<file path="src/rtl/lb_pkg.sv">
// Shared definitions for the lattice-Boltzmann initialisation sequencer.
// Contents: Q2.25 format constants, equilibrium weights, FSM state encoding,
// and the saturating narrow-to-Q2.25 helper used by the datapath.
package lb_pkg;

    localparam int QW   = 27;
    localparam int FRAC = 25;

    localparam logic signed [QW-1:0] Q_MAX = {1'b0, {(QW-1){1'b1}}};
    localparam logic signed [QW-1:0] Q_MIN = {1'b1, {(QW-1){1'b0}}};

    // Equilibrium weights in Q2.25: 4/9, 1/9, 1/36.
    localparam logic signed [QW-1:0] W0 = 27'sd14913081;
    localparam logic signed [QW-1:0] W1 = 27'sd3728270;
    localparam logic signed [QW-1:0] W2 = 27'sd932068;

    typedef enum logic [2:0] {
        ST_IDLE  = 3'd0,
        ST_CALC  = 3'd1,
        ST_WRITE = 3'd2,
        ST_START = 3'd3,
        ST_WAIT  = 3'd4,
        ST_DONE  = 3'd5
    } lb_state_e;

    // Clamp a wide signed value into the Q2.25 range.
    function automatic logic signed [QW-1:0] sat_q(input logic signed [63:0] v);
        logic signed [QW-1:0] r;
        if (v > 64'sd67108863) begin
            r = Q_MAX;
        end else if (v < -64'sd67108864) begin
            r = Q_MIN;
        end else begin
            r = v[QW-1:0];
        end
        return r;
    endfunction

endpackage

</file>
<file path="src/rtl/lb_init_seq_fxmul.sv">
// Combinational 27x27 signed Q2.25 multiplier with saturation.
// Ports: a_i, b_i  Q2.25 operands; p_o  saturated (a*b)>>>25 (floor).
module lb_fxmul
    import lb_pkg::*;
(
    input  logic signed [QW-1:0] a_i,
    input  logic signed [QW-1:0] b_i,
    output logic signed [QW-1:0] p_o
);

    logic signed [2*QW-1:0] prod_s;
    logic signed [63:0]     shifted_s;

    assign prod_s    = a_i * b_i;
    // Arithmetic shift on a sign-extended copy gives truncation toward -inf.
    assign shifted_s = $signed({{(64-2*QW){prod_s[2*QW-1]}}, prod_s}) >>> FRAC;
    assign p_o       = sat_q(shifted_s);

endmodule

</file>
<file path="src/rtl/lb_init_seq.sv">
// Lattice initialisation sequencer: computes D2Q9 equilibrium populations for
// an inlet velocity u0 on one shared multiplier, streams them to NCELLS
// addresses, then hands off to the collide/stream FSM and waits for it.
// Ports: clk, rst (async active-low), go/u0 start request and velocity,
// n*_init_data/ux/uy data, write_address_init/init_we write strobe,
// start_init/init_finish handshake, busy status and one-cycle done pulse.
module lb_init_seq
    import lb_pkg::*;
#(
    parameter int NCELLS = 16384,
    parameter int AW     = 14
) (
    input  logic                 clk,
    input  logic                 rst,
    input  logic                 go,
    input  logic signed [QW-1:0] u0,
    output logic signed [QW-1:0] n0_init_data,
    output logic signed [QW-1:0] nN_init_data,
    output logic signed [QW-1:0] nS_init_data,
    output logic signed [QW-1:0] nW_init_data,
    output logic signed [QW-1:0] nE_init_data,
    output logic signed [QW-1:0] nNW_init_data,
    output logic signed [QW-1:0] nNE_init_data,
    output logic signed [QW-1:0] nSW_init_data,
    output logic signed [QW-1:0] nSE_init_data,
    output logic signed [QW-1:0] ux_init_data,
    output logic signed [QW-1:0] uy_init_data,
    output logic [AW-1:0]        write_address_init,
    output logic                 init_we,
    output logic                 start_init,
    input  logic                 init_finish,
    output logic                 busy,
    output logic                 done
);

    localparam logic [AW-1:0]      LAST_ADDR = AW'(NCELLS - 1);
    localparam logic [AW-1:0]      ADDR_ONE  = {{(AW-1){1'b0}}, 1'b1};
    localparam logic [2:0]         CALC_LAST = 3'd5;
    localparam logic signed [31:0] ONE_W     = 32'sd33554432;

    logic [1:0]           rst_sync_q, rst_sync_d;
    logic                 rst_n_s;

    lb_state_e            state_q, state_d;
    logic [2:0]           calc_cnt_q, calc_cnt_d;
    logic [AW-1:0]        cell_cnt_q, cell_cnt_d;
    logic signed [QW-1:0] u0_q, u0_d, usq_q, usq_d;
    logic signed [QW-1:0] stage_q [0:4];
    logic signed [QW-1:0] stage_d [0:4];
    logic signed [QW-1:0] n0_q, n0_d, nns_q, nns_d, ne_q, ne_d, nw_q, nw_d;
    logic signed [QW-1:0] ndp_q, ndp_d, ndm_q, ndm_d, ux_q, ux_d;
    logic [AW-1:0]        addr_q, addr_d;
    logic                 we_q, we_d, start_q, start_d, busy_q, busy_d, done_q, done_d;

    logic signed [31:0]   u_w_s, usq_w_s;
    logic signed [QW-1:0] coef_a_s, coef_p_s, coef_m_s;
    logic signed [QW-1:0] mul_a_s, mul_b_s, mul_p_s;

    assign rst_sync_d = {rst_sync_q[0], 1'b1};
    assign rst_n_s    = rst_sync_q[1];

    // Reset synchroniser: asserts immediately, releases two clocks later.
    always_ff @(posedge clk or negedge rst) begin
        if (!rst) begin
            rst_sync_q <= 2'b00;
        end else begin
            rst_sync_q <= rst_sync_d;
        end
    end

    lb_fxmul u_fxmul (
        .a_i (mul_a_s),
        .b_i (mul_b_s),
        .p_o (mul_p_s)
    );

    // Polynomial terms a, p, m of the equilibrium from the latched u0 and u0^2.
    always_comb begin
        u_w_s    = 32'(u0_q);
        usq_w_s  = 32'(usq_q);
        coef_a_s = sat_q(64'(ONE_W - ((32'sd3 * usq_w_s) >>> 1)));
        coef_p_s = sat_q(64'(ONE_W + (32'sd3 * u_w_s) + (32'sd3 * usq_w_s)));
        coef_m_s = sat_q(64'(ONE_W - (32'sd3 * u_w_s) + (32'sd3 * usq_w_s)));
    end

    // Multiplier operand select. In IDLE it squares the live u0 so that u0^2
    // is captured on the accept edge, leaving six CALC cycles for six products.
    always_comb begin
        mul_a_s = u0;
        mul_b_s = u0;
        if (state_q == ST_CALC) begin
            case (calc_cnt_q)
                3'd0:    begin mul_a_s = W0; mul_b_s = coef_a_s; end
                3'd1:    begin mul_a_s = W1; mul_b_s = coef_a_s; end
                3'd2:    begin mul_a_s = W1; mul_b_s = coef_p_s; end
                3'd3:    begin mul_a_s = W1; mul_b_s = coef_m_s; end
                3'd4:    begin mul_a_s = W2; mul_b_s = coef_p_s; end
                3'd5:    begin mul_a_s = W2; mul_b_s = coef_m_s; end
                default: begin mul_a_s = {QW{1'b0}}; mul_b_s = {QW{1'b0}}; end
            endcase
        end else begin
            mul_a_s = u0;
            mul_b_s = u0;
        end
    end

    // Next-state and next-output logic.
    always_comb begin
        state_d    = state_q;
        calc_cnt_d = calc_cnt_q;
        cell_cnt_d = cell_cnt_q;
        u0_d       = u0_q;
        usq_d      = usq_q;
        stage_d    = stage_q;
        n0_d       = n0_q;
        nns_d      = nns_q;
        ne_d       = ne_q;
        nw_d       = nw_q;
        ndp_d      = ndp_q;
        ndm_d      = ndm_q;
        ux_d       = ux_q;
        addr_d     = addr_q;
        we_d       = 1'b0;
        start_d    = 1'b0;
        done_d     = 1'b0;
        case (state_q)
            ST_IDLE: begin
                if (go) begin
                    state_d    = ST_CALC;
                    calc_cnt_d = 3'd0;
                    u0_d       = u0;
                    usq_d      = mul_p_s;
                end else begin
                    state_d = ST_IDLE;
                end
            end
            ST_CALC: begin
                if (calc_cnt_q == CALC_LAST) begin
                    // Publish all results together so outputs never show a mix
                    // of old and new populations.
                    n0_d       = stage_q[0];
                    nns_d      = stage_q[1];
                    ne_d       = stage_q[2];
                    nw_d       = stage_q[3];
                    ndp_d      = stage_q[4];
                    ndm_d      = mul_p_s;
                    ux_d       = u0_q;
                    cell_cnt_d = {AW{1'b0}};
                    state_d    = ST_WRITE;
                end else begin
                    stage_d[calc_cnt_q] = mul_p_s;
                    calc_cnt_d          = calc_cnt_q + 3'd1;
                end
            end
            ST_WRITE: begin
                we_d   = 1'b1;
                addr_d = cell_cnt_q;
                if (cell_cnt_q == LAST_ADDR) begin
                    state_d = ST_START;
                end else begin
                    cell_cnt_d = cell_cnt_q + ADDR_ONE;
                end
            end
            ST_START: begin
                start_d = 1'b1;
                state_d = ST_WAIT;
            end
            ST_WAIT: begin
                if (init_finish) begin
                    done_d  = 1'b1;
                    state_d = ST_DONE;
                end else begin
                    start_d = 1'b1;
                end
            end
            ST_DONE: begin
                state_d = ST_IDLE;
            end
            default: begin
                state_d = ST_IDLE;
            end
        endcase
        busy_d = (state_d != ST_IDLE);
    end

    // FSM state register.
    always_ff @(posedge clk or negedge rst_n_s) begin
        if (!rst_n_s) begin
            state_q <= ST_IDLE;
        end else begin
            state_q <= state_d;
        end
    end

    // Counters, operand latches, staging and registered outputs.
    always_ff @(posedge clk or negedge rst_n_s) begin
        if (!rst_n_s) begin
            calc_cnt_q <= 3'd0;
            cell_cnt_q <= {AW{1'b0}};
            u0_q       <= {QW{1'b0}};
            usq_q      <= {QW{1'b0}};
            for (int i = 0; i < 5; i++) begin
                stage_q[i] <= {QW{1'b0}};
            end
            n0_q       <= {QW{1'b0}};
            nns_q      <= {QW{1'b0}};
            ne_q       <= {QW{1'b0}};
            nw_q       <= {QW{1'b0}};
            ndp_q      <= {QW{1'b0}};
            ndm_q      <= {QW{1'b0}};
            ux_q       <= {QW{1'b0}};
            addr_q     <= {AW{1'b0}};
            we_q       <= 1'b0;
            start_q    <= 1'b0;
            busy_q     <= 1'b0;
            done_q     <= 1'b0;
        end else begin
            calc_cnt_q <= calc_cnt_d;
            cell_cnt_q <= cell_cnt_d;
            u0_q       <= u0_d;
            usq_q      <= usq_d;
            stage_q    <= stage_d;
            n0_q       <= n0_d;
            nns_q      <= nns_d;
            ne_q       <= ne_d;
            nw_q       <= nw_d;
            ndp_q      <= ndp_d;
            ndm_q      <= ndm_d;
            ux_q       <= ux_d;
            addr_q     <= addr_d;
            we_q       <= we_d;
            start_q    <= start_d;
            busy_q     <= busy_d;
            done_q     <= done_d;
        end
    end

    assign n0_init_data       = n0_q;
    assign nN_init_data       = nns_q;
    assign nS_init_data       = nns_q;
    assign nE_init_data       = ne_q;
    assign nW_init_data       = nw_q;
    assign nNE_init_data      = ndp_q;
    assign nSE_init_data      = ndp_q;
    assign nNW_init_data      = ndm_q;
    assign nSW_init_data      = ndm_q;
    assign ux_init_data       = ux_q;
    assign uy_init_data       = {QW{1'b0}};
    assign write_address_init = addr_q;
    assign init_we            = we_q;
    assign start_init         = start_q;
    assign busy               = busy_q;
    assign done               = done_q;

endmodule

</file>
<file path="config.mk">
export PLATFORM = sky130hd
export DESIGN_NAME = lb_init_seq
export DESIGN_NICKNAME = d
export VERILOG_FILES = /design/src/rtl/lb_pkg.sv /design/src/rtl/lb_init_seq_fxmul.sv /design/src/rtl/lb_init_seq.sv
export SDC_FILE = /design/constraint.sdc
export NUM_CORES = 2
export LEC_CHECK = 0
export CAP_MARGIN = 15
export CELL_PAD_IN_SITES_DETAIL_PLACEMENT = 1
export CELL_PAD_IN_SITES_GLOBAL_PLACEMENT = 1
export CORE_MARGIN = 2
export CORE_UTILIZATION = 30
export CTS_CLUSTER_SIZE = 16
export DETAILED_ROUTE_END_ITERATION = 7
export PLACE_DENSITY = 0.64
export SYNTH_ARGS = -nofsm -noshare
export SYNTH_HDL_FRONTEND = slang
export SYNTH_SLANG_ARGS = --single-unit
</file>
<file path="constraint.sdc">
create_clock -name clk -period 14.6 [get_ports clk]
set_input_delay 1.46 -clock clk [delete_from_list [all_inputs] [get_ports clk]]
set_output_delay 1.46 -clock clk [all_outputs]
set_load 0.05 [all_outputs]
</file>
; ---- Word-level counts from Yosys, hierarchy flattened
; Cells that the tools add are included.
; W data, S select, Z words.
[word_totals]
in_bits = 31
register_bits = 418
output_inout_bits = 315
word_cells = 106
[classes]
n_eq_ne = 14
n_bitwise = 2
n_addsub = 7
muxes = 31
n_reduce_logical = 16
magnitude_cmp = 10
multipliers = 3
[op_table]
columns = op, n
row1 = $mux W27, 11
row2 = $bwmux W135, 1
row3 = $gt A64 B27 Y1 const B, 2
row4 = $lt A64 B27 Y1 const B, 2
row5 = $demux W27 S3, 1
row6 = $pmux W27 S3, 1
row7 = $pmux W24 S3, 1
row8 = $add A31 B30 Y32, 2
row9 = $mul A3 B27 Y30 const A, 2
row10 = $mul A27 B27 Y54, 1
row11 = $gt A32 B27 Y1 const B, 1
row12 = $lt A32 B27 Y1 const B, 1
row13 = $add A27 B30 Y31 const A, 1
row14 = $sub A27 B30 Y31 const A, 1
row15 = $sub A27 B29 Y30 const A, 1
row16 = $gt A29 B27 Y1 const B, 1
row17 = $lt A29 B27 Y1 const B, 1
row18 = $mux W14, 2
row19 = $pmux W14 S2, 1
row20 = $mux W3, 5
row21 = $pmux W3 S5, 1
row22 = $add A14 B1 Y14 const B, 1
row23 = $eq A14 B14 Y1 const B, 1
row24 = $eq A3 B2 Y1 const B, 4
row25 = other kinds (20), 37

; ---- Depth between registers and ports, before layout
[logic_depth]
word_depth = 13
depth_mapped = 74
ltp_nobuf = 70

; ---- Cells and area by module
; Synthesis repeated with hierarchy kept, for this count alone.
[unflattened]
cells_unflattened = 5640
area_unflattened_um2 = 51765.9
[by_module_without_submodules]
columns = mod, n_inst, area_each_um2, cells_per_inst, seq_area_each_um2
row1 = lb_fxmul, 1, 26262.7, 2935, 0.0
row2 = lb_init_seq, 1, 25503.2, 2705, 10460.0

; ---- Worst setup path before layout
; OpenSTA, ideal clock, no wires.
[synth_timing]
kind = register -> register
from = register u0_q[1]
to = register stage_q[82] (netlist name)
required_time_ps = 14479
setup_slack_ps = -880
arrival_ps = 15358
stages_incl_launch_ff = 68
synth_period_minus_slack_ps = 15480
setup_ps = 121
n_path_buf = 4
path_cell_list = dfrtp_1 > ha_1 > ha_1 > fa_1 > a21o_1 > a21oi_1 > o21bai_1 > a21oi_1 > o21bai_1 > a21oi_1 > o21bai_1 > a21oi_1 > o21bai_1 > a21oi_1 > o21bai_1 > a2111oi_0 > o21ai_0 > o41a_1 > (+32 left out) > inv_1 > ha_1 > a21oi_1 > nor2b_1 > o21ai_0 > nand2b_1 > a21oi_1 > nor2_1 > o21ai_0 > nand2b_1 > a21o_1 > a21o_1 > or3_2 > buf_4 > o21a_1 > o21ai_1 > nand2_1 > o22a_1
[synth_via]
elab_chain_cells = 13
elab_cells_between_ends = 21
cone_classes = add/sub (4) / mul (2) / order compare (6) / mux (9)
[synth_rtl]
columns = element, line
row1 = "start, declared", lb_init_seq.sv:47  ; logic signed [QW-1:0] u0_q, u0_d, usq_q, usq_d;
row2 = "start signal, assigned", lb_init_seq.sv:200  ; u0_q <= {QW{1'b0}};
row3 = "start signal, assigned", lb_init_seq.sv:220  ; u0_q <= u0_d;
row4 = $mul A3 B27 Y30 (*), "lb_init_seq.sv:82, lb_init_seq.sv:83"
row5 = $add A27 B30 Y31 / $sub A27 B30 Y31 (equally long branches), "lb_init_seq.sv:82, lb_init_seq.sv:83"
row6 = $add A31 B30 Y32 (on tied branches), "lb_init_seq.sv:82, lb_init_seq.sv:83"
row7 = $lt A64 B27 Y1 / $lt A32 B27 Y1 (equally long branches), lb_pkg.sv:31  ; end else if (v < -64'sd67108864) begin
row8 = $mux W27, lb_pkg.sv:31
row9 = $mux W27, lb_pkg.sv:29  ; if (v > 64'sd67108863) begin
row10 = $pmux W27 S3 (*), lb_init_seq.sv:92  ; case (calc_cnt_q)
row11 = $mux W27 (*), lb_init_seq.sv:91  ; if (state_q == ST_CALC) begin
row12 = $mul A27 B27 Y54 (*), lb_init_seq_fxmul.sv:14  ; assign prod_s = a_i * b_i;
row13 = $lt A29 B27 Y1, lb_pkg.sv:31
row14 = $mux W27, lb_pkg.sv:31
row15 = $mux W27 (*), lb_pkg.sv:29
row16 = $bwmux W135 (*), lb_init_seq.sv:151  ; stage_d[calc_cnt_q] = mul_p_s;
row17 = "end signal, assigned by index", lb_init_seq.sv:203  ; stage_q[i] <= {QW{1'b0}};
row18 = "end signal, assigned", lb_init_seq.sv:222  ; stage_q <= stage_d;
row19 = "end, declared", lb_init_seq.sv:48  ; logic signed [QW-1:0] stage_q [0:4];
; Mark *: on every way between the ends. The rest lies on a longest branch, timed or not.
; A chain may end at the register's enable or synchronous reset.

; ---- Final worst setup path
[layout_timing]
from = register u0_q[2]
to = register ndm_q[15] (netlist: nNW_init_data[15])
[layout_via]
elab_chain_cells = 12
elab_cells_between_ends = 20
cone_classes = add/sub (4) / mul (2) / order compare (6) / mux (8)
[layout_rtl]
columns = element, line
row1 = $mul A3 B27 Y30 (*), "lb_init_seq.sv:82, lb_init_seq.sv:83"
row2 = $add A27 B30 Y31 / $sub A27 B30 Y31 (equally long branches), "lb_init_seq.sv:82, lb_init_seq.sv:83"
row3 = $add A31 B30 Y32 (on tied branches), "lb_init_seq.sv:82, lb_init_seq.sv:83"
row4 = $lt A64 B27 Y1 / $lt A32 B27 Y1 (equally long branches), lb_pkg.sv:31
row5 = $mux W27, lb_pkg.sv:31
row6 = $mux W27, lb_pkg.sv:29
row7 = $pmux W27 S3 (*), lb_init_seq.sv:92
row8 = $mux W27 (*), lb_init_seq.sv:91
row9 = $mul A27 B27 Y54 (*), lb_init_seq_fxmul.sv:14
row10 = $lt A29 B27 Y1, lb_pkg.sv:31
row11 = $mux W27, lb_pkg.sv:31
row12 = $mux W27 (*), lb_pkg.sv:29
row13 = "end signal, assigned", lb_init_seq.sv:210  ; ndm_q <= {QW{1'b0}};
row14 = "end signal, assigned", lb_init_seq.sv:228  ; ndm_q <= ndm_d;
row15 = "end, declared", lb_init_seq.sv:51  ; logic signed [QW-1:0] ndp_q, ndp_d, ndm_q, ndm_d, ux_q, ux_d;
; Marks and branches as above.

==> key figures <==
Clock tree
  – H-Tree Level Count: 2
  – CTS Buf Count: 49
  – Sink Count: 418
  – TritonCTS clock tree: yes
  – Worst-path clk slew: 0.06 ns
  – Clock Root Buffer: clkbuf_16
  – Buffer levels on the longest clock path: 3
  – Clk_lat worst skew: 0.64 ns

Floorplan
  – DIE AREA: 0.178 sq mm
  – Row count: 153
  – Initial core utilization: 0.301
  – Core ar.: 0.174 sq mm
  – Die Ht: 422 um
  – # IOs: 346
  – Die Span X: 422 um

Yosys
  – Ys async rst share: 1.00
  – Netlist Area Pre-Place: 0.0523 sq mm
  – Yosys warnings: 0
  – EDFF count, synth: 0
  – Number of library cell types mapped by synthesis: 98
  – Register bit total from synthesis: 418
  – Avg Inst Size Synth: 8.64 sq um
  – Seq/Total Area, Yosys: 0.200
  – Synth top area share: 0.292
  – Cell taking the most area after synthesis: fa_1
  – Most used DFF post-synth: dfrtp_1
  – Syn Inst Count: 6,053
  – Synth area leaders: fa_1 (29%), dfrtp_1 (20%), ha_1 (9.1%), nand2_1 (9.0%), inv_1 (7.4%)

Critical path
  – Kind of critical path: reg -> reg
  – CP peak stage delay: 0.62 ns
  – CP most frequent cell: a21oi_2
  – Max FO, Critical Path: 7
  – Critical Path RT: 15.08 ns
  – CP endpoint kind: flip-flop
  – Crit path launch type: flip-flop
  – Worst Path Arrival: 15.57 ns
  – Slowest cell on the critical path: fa_2

Place
  – Place WS: -2.38 ns
  – Dpl hpwl: 165 mm
  – Port buffer count: 318
  – Post-Place Cell Area: 0.0624 sq mm
  – Gpl congestion: 0.936

Global route
  – First-pass GRT wire length: 313 mm
  – Vias in the first global route: 50,400
  – Largest net degree at the start of global routing: 159
  – Grt ovf: 0
  – Initial antenna violation count: 2
  – GRT Util Overall: 0.230

Detailed routing
  – Vias/cell: 4.94
  – Drt first-iter violations: 2,548
  – Routed wire length: 206 mm
  – Vias: 45,400
  – Initial DRT Pass Iterations: 5
  – Remaining DRCs: 0
  – Routed length per instance: 22.4 um
  – Post-route ant nets: 0

STA
  – Max-slew headroom: 0.212
  – Worst Clk Skew: 0.0485 ns
  – Post-layout min period: 15.10 ns
  – Peak Freq: 0.0662 GHz
  – Hold slack: 0.353 ns
  – Worst setup margin: -0.498 ns
  – Final Cycle Share: 1.03
  – Worst-Margin Slew: 1.18 ns
  – Final Max Slew Viols: 0
  – Setup repair after global routing missed its margin: true
  – Setup violators final: 188
  – Hold Fails Final Rpt: 0

Finish
  – Share of cells above drive strength 1: 0.180
  – Final layout net count: 8,008
  – Area growth syn-to-layout: 27.4%
  – Max FFs per register: 135
  – Final Cell Area: 0.0666 sq mm
  – Largest Register: stage_q

Run
  – MaxCap Viol Count: 0

Run status
  – Status: finished, violations left
  – Failing checks: setup timing

Worst hold path
  – Hold crit path type: reg -> reg
[stage by stage]
step / TNS, ns / utilization / std cells
6_report: -76.69 / 0.384 / 9196
5_1_grt: -206.91 / 0.384 / 9193
4_1_cts: -124.62 / 0.378 / 9159
3_5_place_dp: -415.82 / 0.360 / 9023
3_3_place_gp: -383.97 / 0.360 / 9023
2_1_floorplan: 0 / - / 6079
[final timing paths]
path / from / end / slack, ns / depth (start not counted)
setup / recovery: u0_q[2]$_DFFE_PN0P_ / nNW_init_data[15]$_DFFE_PN0P_ / -0.50 / 72
hold / removal: rst_sync_q[0]$_DFF_PN0_ / rst_sync_q[1]$_DFF_PN0_ / 0.35 / 0
setup reg to reg: u0_q[2]$_DFFE_PN0P_ / nNW_init_data[15]$_DFFE_PN0P_ / -0.50 / 72
hold reg to reg: rst_sync_q[0]$_DFF_PN0_ / rst_sync_q[1]$_DFF_PN0_ / 0.35 / 0
max in group asynchronous: rst_sync_q[1]$_DFF_PN0_ / u0_q[13]$_DFFE_PN0P_ / 11.12 / 3
min in group asynchronous: rst_sync_q[1]$_DFF_PN0_ / nNE_init_data[13]$_DFFE_PN0P_ / 0.47 / 0
[cells in the mapped netlist, types with 24 or more instances]
library cell,n
ha_1,381
xnor2_1,98
fa_1,764
a31oi_1,25
nor2_1,367
a21o_1,92
clkbuf_1,221
o21ai_0,156
o21ai_1,67
nand2_1,1247
nand3_1,57
and3_1,48
a211oi_1,29
buf_4,111
inv_1,1031
and2_1,60
o22a_1,42
dfrtp_1,418
o22ai_1,27
nand4_1,31
o21bai_1,25
nand2b_1,57
xor2_1,62
a21oi_1,279
o21a_1,25
mux2_2,24
nor3_1,35
[metal layers]
metal,GRT usage,wire length (um),vias up
met3,0.0322,10500,360
met2,0.395,99800,1203
met5,0,0,-
li1,-,-,20300
met1,0.293,85800,23500
met4,0.0905,9710,0
[logic make-up (layout without fill, tap and decap cells)]
logic type,Yosys count,after routing,synth area share
buf+inv,1392,2177,0.108
mux,33,33,0.00689
compound gates,905,906,0.112
other cells,2,33,0.000144
xor+xnor,160,160,0.0268
flops,418,418,0.200
simple gates,1998,1999,0.162
fa+ha+maj,1145,1145,0.384
[worst max-delay path: cells and delay by family, from the launching register on]
kind | cells | cell delay, ns
compound gates | 32 | 5.30
xor+xnor | 2 | 0.32
fa+ha+maj | 13 | 5.22
buf+inv | 13 | 1.70
flops | 1 | 0.40
simple gates | 12 | 1.96
[cell usage in the layout, fill, tap and decap left out, types with 17 or more instances in the layout]
cell and n:
nand2_1 1236, inv_1 999, fa_1 712, buf_4 652, dfrtp_1 417, ha_1 355, nor2_1 353, clkdlybuf4s50_1 318
a21oi_1 197, o21ai_0 112, xnor2_1 94, a21o_1 90, a21oi_2 71, xor2_1 61, o21ai_1 60, and2_1 59
nand2b_1 56, buf_12 54, nand3_1 53, fa_2 52, clkbuf_16 51, and3_1 47, o22a_1 42, o21ai_2 39
nand4_1 31, nor3_1 31, inv_2 30, buf_6 29, conb_1 28, a31oi_1 25, mux2_2 24, o21bai_1 23
a21oi_4 23, o21a_1 21, ha_4 20, o211ai_1 19, a211oi_1 17, o22ai_1 17
[area by class of cell]
| cell class | instances | area, sq um |
|---|---|---|
| multi-input cells | 4271 | 38100 |
| diodes | 5 | 12.5 |
| inverters | 1032 | 3880 |
| fillers | 20300 | 107000 |
| well taps | 2325 | 2910 |
| clock buffers | 66 | 1420 |
| repair buffers | 1060 | 9640 |
| clock inverters | 19 | 209 |
| flip-flops and latches | 418 | 10500 |
[repair_timing]
| action | 4_1_cts | 5_1_grt |
|---|---|---|
| pin swaps | 159 | 175 |
| endpoints found under the setup margin | 189 | 189 |
| gates cloned | 4 | 3 |
| setup buffers | 48 | 32 |
| gates resized for setup | 230 | 193 |
| hold buffers | 0 | 0 |
Power is left out: the tool's default activity adds up to more than one toggle a clock period on the data nets, which glitch-free logic cannot reach.
